`src/rtl/tt_sweep_ctrl.sv`:
```
// Sweeps {a,b,c,d} through vectors 0..15 and captures the external function's truth table.
// Latency: done pulses 16*(DWELL+1)+1 cycles after start is accepted; each vector takes DWELL+1 cycles.
// Backpressure: none; start is honoured only in IDLE, abort cancels a sweep and keeps the partial result.
module tt_sweep_ctrl #(
  parameter int DWELL = 2
) (
  input  logic        clk,
  input  logic        rst,
  input  logic        start,
  input  logic        abort,
  input  logic        f_in,
  output logic        a,
  output logic        b,
  output logic        c,
  output logic        d,
  output logic        busy,
  output logic        done,
  output logic [15:0] tt,
  output logic [4:0]  ones_cnt
);

  typedef enum logic [1:0] {
    IDLE   = 2'd0,
    DRIVE  = 2'd1,
    SAMPLE = 2'd2,
    DONE   = 2'd3
  } state_t;

  // Final settle count before moving to SAMPLE (DWELL is 1..15, so it fits in 4 bits).
  localparam logic [3:0] DWELL_LAST = 4'(DWELL - 1);

  state_t      state_q, state_d;
  logic [3:0]  idx_q, idx_d;
  logic [3:0]  timer_q, timer_d;
  logic [15:0] tt_q, tt_d;
  logic [4:0]  ones_q, ones_d;

  // State and datapath registers; reset clears every captured result.
  always_ff @(posedge clk) begin
    if (rst) begin
      state_q <= IDLE;
      idx_q   <= 4'd0;
      timer_q <= 4'd0;
      tt_q    <= 16'h0000;
      ones_q  <= 5'd0;
    end else begin
      state_q <= state_d;
      idx_q   <= idx_d;
      timer_q <= timer_d;
      tt_q    <= tt_d;
      ones_q  <= ones_d;
    end
  end

  // Next-state logic: dwell in DRIVE, capture in SAMPLE, one-cycle DONE pulse.
  always_comb begin
    state_d = state_q;
    idx_d   = idx_q;
    timer_d = timer_q;
    tt_d    = tt_q;
    ones_d  = ones_q;
    case (state_q)
      IDLE: begin
        // abort wins over start so a stuck abort line cannot launch a sweep.
        if (start && !abort) begin
          state_d = DRIVE;
          idx_d   = 4'd0;
          timer_d = 4'd0;
          tt_d    = 16'h0000;
          ones_d  = 5'd0;
        end
      end
      DRIVE: begin
        if (abort) begin
          state_d = IDLE;
        end else begin
          timer_d = timer_q + 4'd1;
          if (timer_q == DWELL_LAST) begin
            state_d = SAMPLE;
          end
        end
      end
      SAMPLE: begin
        // An abort here drops the sample for the current vector.
        if (abort) begin
          state_d = IDLE;
        end else begin
          tt_d[idx_q] = f_in;
          ones_d      = ones_q + {4'd0, f_in};
          if (idx_q == 4'd15) begin
            // idx stays at 15 so IDLE keeps showing the last vector applied.
            state_d = DONE;
          end else begin
            idx_d   = idx_q + 4'd1;
            timer_d = 4'd0;
            state_d = DRIVE;
          end
        end
      end
      DONE: begin
        state_d = IDLE;
      end
      default: begin
        state_d = IDLE;
      end
    endcase
  end

  assign {a, b, c, d} = idx_q;
  assign busy         = (state_q == DRIVE) || (state_q == SAMPLE);
  assign done         = (state_q == DONE);
  assign tt           = tt_q;
  assign ones_cnt     = ones_q;

endmodule

```
`config.mk`:
```
export PLATFORM = sky130hd
export DESIGN_NAME = tt_sweep_ctrl
export DESIGN_NICKNAME = d
export VERILOG_FILES = /design/src/rtl/tt_sweep_ctrl.sv
export SDC_FILE = /design/constraint.sdc
export NUM_CORES = 1
export LEC_CHECK = 0
export CORE_MARGIN = 1
export CORE_UTILIZATION = 50
export CTS_CLUSTER_DIAMETER = 200
export DETAILED_ROUTE_END_ITERATION = 10
export GPL_ROUTABILITY_DRIVEN = 0
export HOLD_SLACK_MARGIN = 0.06
export PLACE_DENSITY_LB_ADDON = 0.1
export SYNTH_ARGS = -nofsm -noshare
export SYNTH_HDL_FRONTEND = slang
export SYNTH_SLANG_ARGS = --single-unit
```
`constraint.sdc`:
```
create_clock -name clk -period 2.25 [get_ports clk]
set_clock_uncertainty 0.05 [all_clocks]
set_input_delay 0.3375 -clock clk [delete_from_list [all_inputs] [get_ports clk]]
set_output_delay 0.3375 -clock clk [all_outputs]
set_load 0.005 [all_outputs]
```
==> run summary, run 1 <==
outcome: finished, final reports clean
post-synthesis simple-gate area fraction: 23.2%
worst skew pair latency: 0.34 ns
global-route wire length before repair: 6200 µm
post-CTS setup buffer count: 0
Clock Pin Slew Worst Setup and Hold Paths: 0.10 ns
Final Hold Fails: 0
total CTS buffers: 5
Sink Count: 31
Core ar.: 3340 µm²
Die Y-Extent: 60.9 µm
crit path from: state_q[0]
Peak supply drop: 0.304 mV
antenna violations before repair: 0
crit-path cells: inv_1 > ha_1 > clkdlybuf4s50_1
critical path class: flop to output port
first drt pass iteration count: 4
number of port buffers: 31
crit path DAT: 1.63 ns
cell depth of the worst setup path: 3
Synth Area in Adders: 10.1%
NetSw: 0.300 mW
family with the most delay on the worst path: buffers and inverters
sequential area share after synthesis: 35.8%
largest net degree at the start of global routing: 19
clock root buffer: clkbuf_4
Via density: 5.53
register-to-register setup slack: 0.31 ns
largest family of logic cells by synthesized area: simple AND/OR/NAND/NOR gates
Crit Path Max Fanout: 4
Switching Fraction: 28.8%
I/O Pins: 32
cts repair resizes: 0
gr usage total: 22.8%
Seq pwr share: 54.0%
total negative slack: 0 ns
Detailed Route WL: 3810 µm
crit share post-route: 89.8%
Die W: 60.9 µm
YS warnings: 0
Die ar.: 3710 µm²
Compound-Gate Fraction of Synth Area: 22.0%
Clock Path Buffers: 2
via count: 1593
Async SR Flop Fraction: 0%
Pint: 0.740 mW
slowest cell on the critical path: clkdlybuf4s50_1
Routed Antenna Nets: 0
GR Overflow Total: 0
minimum clock period: 2.02 ns
Worst-Margin Slew: 0.551 ns
Top FF cell, synth: dfxtp_1
Synth cell types: 41
dpl hpwl: 2730 µm
Post-synth EDFFs: 0
Slew HR: 62.8%
mean post-synth cell area: 8.18 µm²
Critical Path RT: 1.86 ns
R2R depth: 6
CP startpoint kind: flop
hold buffer count at CTS: 0
Reg-to-Reg End: tt[6]
share of cells above drive strength 1: 7.44%
#FFs+latches synth: 31
Row Count: 21
pwr/cell area: 493 nW/µm²
Synth Instances: 212
DRT iter0 DRCs: 132
Hold Crit Class: flop to flop
RSZ-0062 raised after global routing: false
crit end category: output port
Buf/Inv on CP: 2
combinational share of power: 15.6%
final core occ: 63.3%
CP max stage delay: 0.49 ns
nets: 260
CTS tree: yes
CP endpoint: busy
area grow syn2layout: 21.7%
worst hold slack: 0.423 ns
Max H-tree Level: 2
Max-cap violations: 0
Clock power frac: 30.4%
vias in the first global route: 1432
Starting Density: 52.0%
xor and xnor area share after synthesis: 1.52%
Final Cell Area: 2110 µm²
Slew Viols, Final: 0
placed inst area: 2060 µm²
leakage power: 0.785 nW
Mapped Nets: 231
fmax: 495 MHz
mux contribution to synthesized area: 1.15%
Final setup viols: 0
post-route DRC violation count: 0
Crit Reg-Reg Startpoint: state_q[0]
routed len/inst: 13.2 µm
antenna fix cells: 0
Cell Area, Synth: 1730 µm²
stage by stage:
stage	std cells	setup WS, ns	power, mW
6_report	288	0.230	1.04
4_1_cts	288	0.208	1.05
3_5_place_dp	280	0.146	0.735
3_3_place_gp	280	0.216	0.730
2_1_floorplan	212	0.526	0.689
5_1_grt	288	0.132	1.09
how the worst min path moves through the flow:
stage	startpoint	end	cells after the start
after floorplan	timer_q[3]	timer_q[3]	2
after detailed placement	tt[4]	tt[4]	2
after global placement	ones_cnt[0]	ones_cnt[0]	2
final	tt[4]	tt[4]	2
after CTS	tt[4]	tt[4]	2
after global routing	tt[1]	tt[1]	2
layout by cell type (no fill, tap or decap), types with 2 or more instances in the layout:
master and n:
xnor2_1 3, mux2i_1 2, dfxtp_1 31, nor2b_1 4, buf_4 4, nor3_1 3
nand3_1 12, clkbuf_4 5, nor3b_1 2, o21ai_0 18, or4_1 2, inv_1 10
and2b_1 2, ha_1 14, nor2_1 13, a32o_1 3, or2_2 2, clkdlybuf4s50_1 31
a31oi_1 2, and2_1 3, nand2_1 18, clkbuf_1 2, o21a_1 2, a211oi_1 2
o31ai_1 2, nand4_1 2, a21oi_1 34
power by group through the flow:
stage               sequential (mW)  combinational (mW)  clock, mW
finish                        0.561               0.162      0.316
global placement              0.574               0.156          0
global route                  0.563               0.181      0.350
detailed placement            0.574               0.161          0
CTS                           0.561               0.162      0.325
floorplan                     0.572               0.117          0
Yosys cell counts, types with 2 or more instances:
library cell / n / share of area, %
and2_1: 3 / 1.1
or4_1: 2 / 0.87
ha_1: 14 / 10
xnor2_1: 3 / 1.5
and2b_1: 2 / 0.87
nor2b_1: 4 / 1.4
clkbuf_1: 6 / 1.3
dfxtp_1: 31 / 36
o31ai_1: 2 / 0.87
nor3b_1: 2 / 0.87
buf_2: 3 / 0.87
nand4_1: 2 / 0.72
a31oi_1: 2 / 0.72
nand3_1: 12 / 3.5
a21oi_1: 34 / 9.8
o21a_1: 2 / 0.87
nand2_1: 18 / 3.9
inv_1: 10 / 2.2
nor3_1: 3 / 0.87
mux2i_1: 2 / 1.2
or2_2: 2 / 0.72
a32o_1: 3 / 1.7
o21ai_0: 18 / 5.2
nor2_1: 13 / 2.8
a211oi_1: 2 / 0.87
buf_6: 2 / 1.3
cell families after synthesis:
family	count (synthesis)
compound gates	67
buf+inv	23
xor+xnor	3
mux	2
fa+ha+maj	14
simple gates	72
flops	31
cell type report:
| class | count | area (µm²) |
|---|---|---|
| Fill cell | 296 | 1230 |
| Inverter | 10 | 37.5 |
| Clock inverter | 1 | 5.00 |
| Clock buffer | 7 | 45.0 |
| Multi-Input combinational cell | 158 | 1000 |
| Sequential cell | 31 | 621 |
| Tap cell | 46 | 57.6 |
| Timing Repair Buffer | 35 | 340 |
sequential cells by signal, indices dropped and copies added (netlist names):
name,flops
idx_q,4
ones_cnt,5
state_q,2
timer_q,4
tt,16
layer usage:
metal | global-route usage, % | part of all wire, % | wire [µm] | vias to the layer above
met2 | 38.0 | 47 | 1780 | 52
met3 | 3.84 | 4.4 | 166 | 7
li1 | - | - | - | 811
met1 | 28.6 | 47 | 1800 | 723
met4 | 11.0 | 1.9 | 73 | 0
met5 | 0 | 0 | 0 | -
worst register-to-register path, stage by stage (launching register included):
cell and delay, ns:
dfxtp_1 0.40, inv_1 0.12, ha_1 0.34, mux2i_1 0.41, or2_4 0.30, o21ai_0 0.11, a21oi_1 0.14
(Power assumes the default switching activity.)
==> run 2: changes to the inputs <==
--- a/config.mk
+++ b/config.mk
@@ -5,6 +5,7 @@
 export SDC_FILE = /design/constraint.sdc
 export NUM_CORES = 1
 export LEC_CHECK = 0
+export CAP_MARGIN = 20
 export CORE_MARGIN = 1
 export CORE_UTILIZATION = 50
 export CTS_CLUSTER_DIAMETER = 200
==> results of run 2 <==
Same layout as run 1: the final DEF is identical, and so are final timing and power.
